## src/rtl/masked_io_pkg.sv

```systemverilog
// Shared types and helpers for the masked cipher stream front-end.
// Holds the FSM encoding, default parameters and share recombination.
package masked_io_pkg;

  localparam int DEF_SHARES      = 2;
  localparam int DEF_WIDTH       = 8;
  localparam int DEF_BLOCK_BYTES = 16;
  localparam int DEF_KEY_MASK    = 0;

  localparam int MAX_SHARES = 8;
  localparam int MAX_WIDTH  = 32;
  localparam int SX_BITS    = (MAX_SHARES + 1) * MAX_WIDTH;

  typedef enum logic [2:0] {
    IDLE    = 3'd0,
    FEED    = 3'd1,
    WAIT    = 3'd2,
    CAPTURE = 3'd3,
    DRAIN   = 3'd4
  } state_e;

  // Slices overlap upward, so only the low `width` bits are meaningful.
  function automatic logic [MAX_WIDTH-1:0] share_xor(
    input logic [SX_BITS-1:0] v,
    input int                 shares,
    input int                 width
  );
    logic [MAX_WIDTH-1:0] acc;
    acc = '0;
    for (int i = 0; i < MAX_SHARES; i++) begin
      if (i < shares)
        acc = acc ^ v[i*width +: MAX_WIDTH];
    end
    return acc & ((MAX_WIDTH'(1) << width) - MAX_WIDTH'(1));
  endfunction

endpackage

```

## src/rtl/masked_stream_adapter_share_split.sv

```systemverilog
// Boolean share generation: share 0 carries data ^ all masks,
// shares 1..S-1 are the raw mask slices.
module share_split #(
  parameter int SHARES = 2,
  parameter int WIDTH  = 8
) (
  input  logic [WIDTH-1:0]            data,
  input  logic [(SHARES-1)*WIDTH-1:0] rnd,
  output logic [SHARES*WIDTH-1:0]     shares
);

  logic [WIDTH-1:0] masked;

  always_comb begin
    masked = data;
    for (int i = 0; i < SHARES-1; i++)
      masked = masked ^ rnd[i*WIDTH +: WIDTH];
  end

  assign shares = {rnd, masked};

endmodule

```

## src/rtl/masked_stream_adapter.sv

```systemverilog
// Block-buffering share front-end for byte-serial masked cipher cores:
// load a block, feed shares without stalls, capture and drain the result.
module masked_stream_adapter
  import masked_io_pkg::*;
#(
  parameter int SHARES      = DEF_SHARES,
  parameter int WIDTH       = DEF_WIDTH,
  parameter int BLOCK_BYTES = DEF_BLOCK_BYTES,
  parameter int KEY_MASK    = DEF_KEY_MASK
) (
  input  logic                        clk,
  input  logic                        rst,
  input  logic                        in_valid,
  output logic                        in_ready,
  input  logic [WIDTH-1:0]            in_pt,
  input  logic [WIDTH-1:0]            in_key,
  input  logic [(SHARES-1)*WIDTH-1:0] rnd,
  output logic                        cipher_rst,
  output logic [SHARES*WIDTH-1:0]     cipher_in,
  output logic [SHARES*WIDTH-1:0]     cipher_key,
  input  logic [SHARES*WIDTH-1:0]     cipher_out,
  input  logic                        cipher_done,
  output logic                        out_valid,
  input  logic                        out_ready,
  output logic [WIDTH-1:0]            out_ct,
  output logic                        out_last,
  output logic                        busy
);

  localparam int IW  = (BLOCK_BYTES > 1) ? $clog2(BLOCK_BYTES) : 1;
  localparam int SW  = SHARES * WIDTH;
  localparam int PAD = SX_BITS - SW;

  localparam logic [IW-1:0] LAST = IW'(BLOCK_BYTES - 1);
  localparam logic [IW-1:0] ONE  = IW'(1);

  localparam logic [2:0] S_IDLE    = IDLE;
  localparam logic [2:0] S_FEED    = FEED;
  localparam logic [2:0] S_WAIT    = WAIT;
  localparam logic [2:0] S_CAPTURE = CAPTURE;
  localparam logic [2:0] S_DRAIN   = DRAIN;

  logic [2:0]    state;
  logic [IW-1:0] idx;

  logic [WIDTH-1:0] pt_buf  [BLOCK_BYTES];
  logic [WIDTH-1:0] key_buf [BLOCK_BYTES];
  logic [WIDTH-1:0] obuf    [BLOCK_BYTES];

  logic [SW-1:0]               pt_sh;
  logic [SW-1:0]               key_sh;
  logic [(SHARES-1)*WIDTH-1:0] key_rnd;
  logic [WIDTH-1:0]            out_x;
  logic                        in_fire;
  logic                        out_fire;
  logic                        idx_last;
  logic                        cap_en;

  // Unmasked key: zero masks leave share 0 = key, others = 0.
  assign key_rnd = (KEY_MASK != 0) ? rnd : '0;

  share_split #(
    .SHARES (SHARES),
    .WIDTH  (WIDTH)
  ) u_pt_split (
    .data   (pt_buf[idx]),
    .rnd    (rnd),
    .shares (pt_sh)
  );

  share_split #(
    .SHARES (SHARES),
    .WIDTH  (WIDTH)
  ) u_key_split (
    .data   (key_buf[idx]),
    .rnd    (key_rnd),
    .shares (key_sh)
  );

  assign out_x = WIDTH'(share_xor({{PAD{1'b0}}, cipher_out},
                                  SHARES, WIDTH));

  assign in_ready  = (state == S_IDLE);
  assign in_fire   = in_valid && in_ready;
  assign out_valid = (state == S_DRAIN);
  assign out_fire  = out_valid && out_ready;
  assign idx_last  = (idx == LAST);
  assign out_ct    = out_valid ? obuf[idx] : '0;
  assign out_last  = out_valid && idx_last;
  assign busy      = (state != S_IDLE);
  assign cap_en    = ((state == S_WAIT) && cipher_done)
                  || (state == S_CAPTURE);

  always_ff @(posedge clk or posedge rst) begin
    if (rst) begin
      state <= S_IDLE;
      idx   <= '0;
    end else begin
      case (state)
        S_IDLE: begin
          if (in_fire) begin
            idx <= idx_last ? '0 : idx + ONE;
            if (idx_last)
              state <= S_FEED;
          end
        end
        S_FEED: begin
          idx <= idx_last ? '0 : idx + ONE;
          if (idx_last)
            state <= S_WAIT;
        end
        S_WAIT: begin
          if (cipher_done) begin
            idx   <= ONE;
            state <= S_CAPTURE;
          end
        end
        S_CAPTURE: begin
          idx <= idx_last ? '0 : idx + ONE;
          if (idx_last)
            state <= S_DRAIN;
        end
        S_DRAIN: begin
          if (out_fire) begin
            idx <= idx_last ? '0 : idx + ONE;
            if (idx_last)
              state <= S_IDLE;
          end
        end
        default: begin
          state <= S_IDLE;
          idx   <= '0;
        end
      endcase
    end
  end

  // Share registers lag the FEED index by one edge; start tracks beat 0.
  always_ff @(posedge clk or posedge rst) begin
    if (rst) begin
      cipher_in  <= '0;
      cipher_key <= '0;
      cipher_rst <= 1'b1;
    end else if (state == S_FEED) begin
      cipher_in  <= pt_sh;
      cipher_key <= key_sh;
      cipher_rst <= (idx == '0);
    end else begin
      cipher_in  <= '0;
      cipher_key <= '0;
      cipher_rst <= (state == S_IDLE);
    end
  end

  always_ff @(posedge clk) begin
    if (in_fire) begin
      pt_buf[idx]  <= in_pt;
      key_buf[idx] <= in_key;
    end
    if (cap_en)
      obuf[idx] <= out_x;
  end

endmodule

```

## config.mk

```make
export PLATFORM = sky130hd
export DESIGN_NAME = masked_stream_adapter
export DESIGN_NICKNAME = d
export VERILOG_FILES = /design/src/rtl/masked_io_pkg.sv /design/src/rtl/masked_stream_adapter_share_split.sv /design/src/rtl/masked_stream_adapter.sv
export SDC_FILE = /design/constraint.sdc
export NUM_CORES = 1
export LEC_CHECK = 0
export ABC_AREA = 1
export BUFFER_PORTS_ARGS = -buffer_cell sky130_fd_sc_hd__buf_2
export CAP_MARGIN = 20
export CORE_ASPECT_RATIO = 0.7
export CORE_MARGIN = 2
export CORE_UTILIZATION = 51
export DETAILED_ROUTE_END_ITERATION = 8
export PLACE_DENSITY = 0.74
export REMOVE_ABC_BUFFERS = 1
export SLEW_MARGIN = 15
export SYNTH_ARGS = -nofsm -noshare
export SYNTH_HDL_FRONTEND = slang
export SYNTH_SLANG_ARGS = --single-unit
export TNS_END_PERCENT = 10
```

## constraint.sdc

```tcl
create_clock -name clk -period 3.4 [get_ports clk]
set_input_delay 0.34 -clock clk [delete_from_list [all_inputs] [get_ports clk]]
set_output_delay 0.34 -clock clk [all_outputs]
set_load 0.01 [all_outputs]
```

==> impl_metrics.yaml <==
drt:
  drt_pass1_iterations: 5
  remaining_drc_errors: 0
  met1Wirelength_um: 17920
  route.detailed.vias_per_inst: 5.420
  routed_wl_um: 40710
  dr_wl_met3_um: 3899
  top_signal_layer_used: "met4"
  dr_total_vias: 11620
  detail-route-antenna-nets: 0
  drt-wirelength-per-cell_um: 18.99
  drt_iter0_drc: 1558
  detailroute.wirelength.met2_um: 18070
worst_setup_path:
  critical_path.startpoint: "idx[0]"
  critical_path_peak_fanout: 44
  worstSetupPathType: "reg2out"
  worst-path-stages: 10
  critical-path-slowest-cell: "sky130_fd_sc_hd__dfrtp_4"
  cp.buffers_inverters: 3
  cpMostUsedCell: "sky130_fd_sc_hd__nand2_1"
  r2r_setup_slack_ps: 670
  worst_r2r_startpoint: "idx[0]"
  worst-endpoint-arrival_ps: 2730
  timing.critical_path.from_type: "flop"
  worst_r2r_endpoint: "pt_buf[2][1]"
  worst_path_largest_cell_delay_ps: 690
  path_delay_family: "buffers and inverters"
  reg2reg_depth: 5
  critical_path.endpoint: "out_ct[4]"
  end_kind: "primary output"
  crit_chain: "buf_4, nor2_1, nor2_1, o21ai_0, nand2_1, nand2_1, nand2_1, inv_1, a31oi_1, buf_2"
  cp.required_ps: 3060
final_layout:
  nets: 1727
  final_layout_size_suffix_gt1_share_pct: 12.93
  finalCoreUtilization_pct: 58.51
  antenna_cells: 0
  areaGrowthSynthToFinish_pct: 12.69
  fin_area_um2: 19640
sta:
  hold_ws_ps: 40.81
  period_share_pct: 90.25
  final.setup_skew_ps: 15.78
  hold_viol_final: 0
  max_slew_margin_pct: 27.60
  tightest_slew_ps: 1083
  final-setup-viol-count: 0
  totalNegativeSetupSlack_ps: 0
  final_max_slew_viol_count: 0
  max_freq_mhz: 325.9
  min_period_ps: 3069
  grt_setup_unrepaired: "false"
cts:
  tritoncts_clock_tree: "done"
  clock_latency_ps: 550
  clk_pin_slew_worst_paths_ps: 70
  ctsHoldBuffers: 1
  cts_inserted_buffers: 40
  post_cts_resized: 0
  clock_tree.htree_level_count: 2
  clk_root_buffer_cell: "sky130_fd_sc_hd__clkbuf_16"
  cts_buffer_depth: 3
  cts_setup_buffers: 0
  clock_sink_count: 416
power_and_ir_drop:
  powerDensity_nw_per_um2: 734.5
  peakVddDrop_mv: 0.4380
  standby_leakage_power_nw: 7.893
floorplan:
  floorplan.die.width_um: 224.9
  floorplan.die.height_um: 158.7
  boundaryPins: 90
  fp.dieArea_um2: 35690
  floorplan.core_area_um2: 33560
  fp_rows: 56
  initial_util_pct: 51.92
worst_hold_path:
  tightest_hold_check_type: "in2reg"
global_route:
  wire_length_of_the_first_global_routing_pass_um: 62090
  antenna_violations_before_repair: 0
  grt-ovfl-total: 0
  first_global_vias: 10817
  grt_util_all_layers_pct: 22.97
  grt_max_degree: 88
synth:
  synth.cell_area_um2: 17430
  synthesis_warning_total: 0
  synthesis.area_per_instance_um2: 11.07
  post_synth_mux_area_share_pct: 0
  yosys.cell_count.top_type: "sky130_fd_sc_hd__edfxtp_1"
  synth-seq-area-share_pct: 70.78
  yosys.area_share.xor_xnor_pct: 0.4021
  synth.top_cell.area_share_pct: 66.17
  synth_area_leaders: "sky130_fd_sc_hd__edfxtp_1 (66%), sky130_fd_sc_hd__nand2_1 (8.2%), sky130_fd_sc_hd__nor2_1 (4.7%)"
  number_of_synthesized_flops_with_an_enable_pin: 384
  async_flop_share_pct: 7.692
  synth_common_cells: "sky130_fd_sc_hd__edfxtp_1 (384), sky130_fd_sc_hd__nand2_1 (381), sky130_fd_sc_hd__nor2_1 (216)"
  synthAdderAreaFrac_pct: 0.2872
  synth_ff_type: "sky130_fd_sc_hd__edfxtp_1"
  synth_cell_type_count: 27
  flops_latches_synth: 416
  postSynthCellCount: 1574
  synth_simple_gate_area_share_pct: 15.62
  synth_top_family_by_area: "simple AND/OR/NAND/NOR gates"
  synth_compound_gate_area_share_pct: 6.039
  synth_largest_area_cell: "sky130_fd_sc_hd__edfxtp_1"
flow_run:
  cap_violations: 0
outcome:
  outcome: "completed"
placed_design:
  dpl_cell_area_um2: 18390
  placement.io_buffers: 81
  final_estimated_routing_congestion_in_global_placement: 0.8292
  place.detailed.hpwl_um: 23890
-- worst min-delay path by stage --
stage	from	endpoint	depth (start not counted)	slack, ps
after floorplan	in_key[0]	key_buf[0][0]	0	440
after global placement	state[0]	cipher_rst	1	500
after detailed placement	state[0]	cipher_rst	1	520
after CTS	rnd[1]	cipher_in[9]	3	20
after global routing	rnd[7]	cipher_in[15]	3	30
final	rnd[2]	cipher_in[10]	3	40
-- metal layers --
layer	up-vias	global-route usage, %
li1	5435	-
met1	5514	34.58
met2	593	34.38
met3	78	4.466
met4	0	6.118
met5	-	0
-- registers in the layout, indices dropped and copies added (netlist names) --
signal and cells:
cipher_key 8, cipher_rst 1, key_buf 128, state 3
pt_buf 128, idx 4, obuf 128, cipher_in 16
-- kinds of logic after synthesis --
group                      count (synthesis)
adders and majority gates                  4
and+or+nand+nor                          689
DFF                                      416
other                                      1
AOI/OAI and AO/OA                        198
buffers and inverters                    258
xor gates and xnor gates                   8
-- where the power goes --
| part | internal [mW] | switching (mW) | total (mW) |
|---|---|---|---|
| clock network | 2.38 | 1.83 | 4.21 |
| logic | 1.20 | 2.92 | 4.12 |
| registers | 5.90 | 0.199 | 6.10 |
-- layout make-up --
| class | instances | area (µm²) |
|---|---|---|
| Clock inverter | 12 | 87.58 |
| Multi-Input combinational cell | 907 | 4023 |
| Timing Repair Buffer | 139 | 855.8 |
| Sequential cell | 416 | 12340 |
| Tap cell | 435 | 544.3 |
| Clock buffer | 61 | 1131 |
| Inverter | 174 | 655.6 |
| Fill cell | 2701 | 13920 |
-- layout by cell type, fill, tap and decap left out, drive strengths merged --
master,Yosys,final
edfxtp,384,384
bufinv,0,1
a21oi,8,8
nor3,29,29
nor2,219,219
o21ai,141,141
ha,4,4
xor2,8,8
dlygate4sd3,0,1
o22ai,32,32
nand2,382,382
buf,63,138
inv,172,174
clkbuf,21,61
dfrtp,31,31
dfstp,1,1
conb,1,8
a31oi,17,17
nand3,58,58
clkinv,2,11
or2,1,1
-- tightest hold or removal path, stage by stage --
cell and delay, ps:
sky130_fd_sc_hd__buf_2 110, sky130_fd_sc_hd__inv_1 60, sky130_fd_sc_hd__nor2_1 50
-- per-stage QoR --
| stage | std cells | setup slack [ps] | total power, mW |
|---|---|---|---|
| after floorplan | 1497 | -3533 | 8.873 |
| after global placement | 2070 | 791.6 | 10.15 |
| after detailed placement | 2070 | 722.8 | 10.25 |
| after CTS | 2144 | 370.3 | 14.44 |
| after global routing | 2144 | 189.2 | 15.20 |
| final | 2144 | 331.4 | 14.42 |
(Power assumes the default switching activity.)
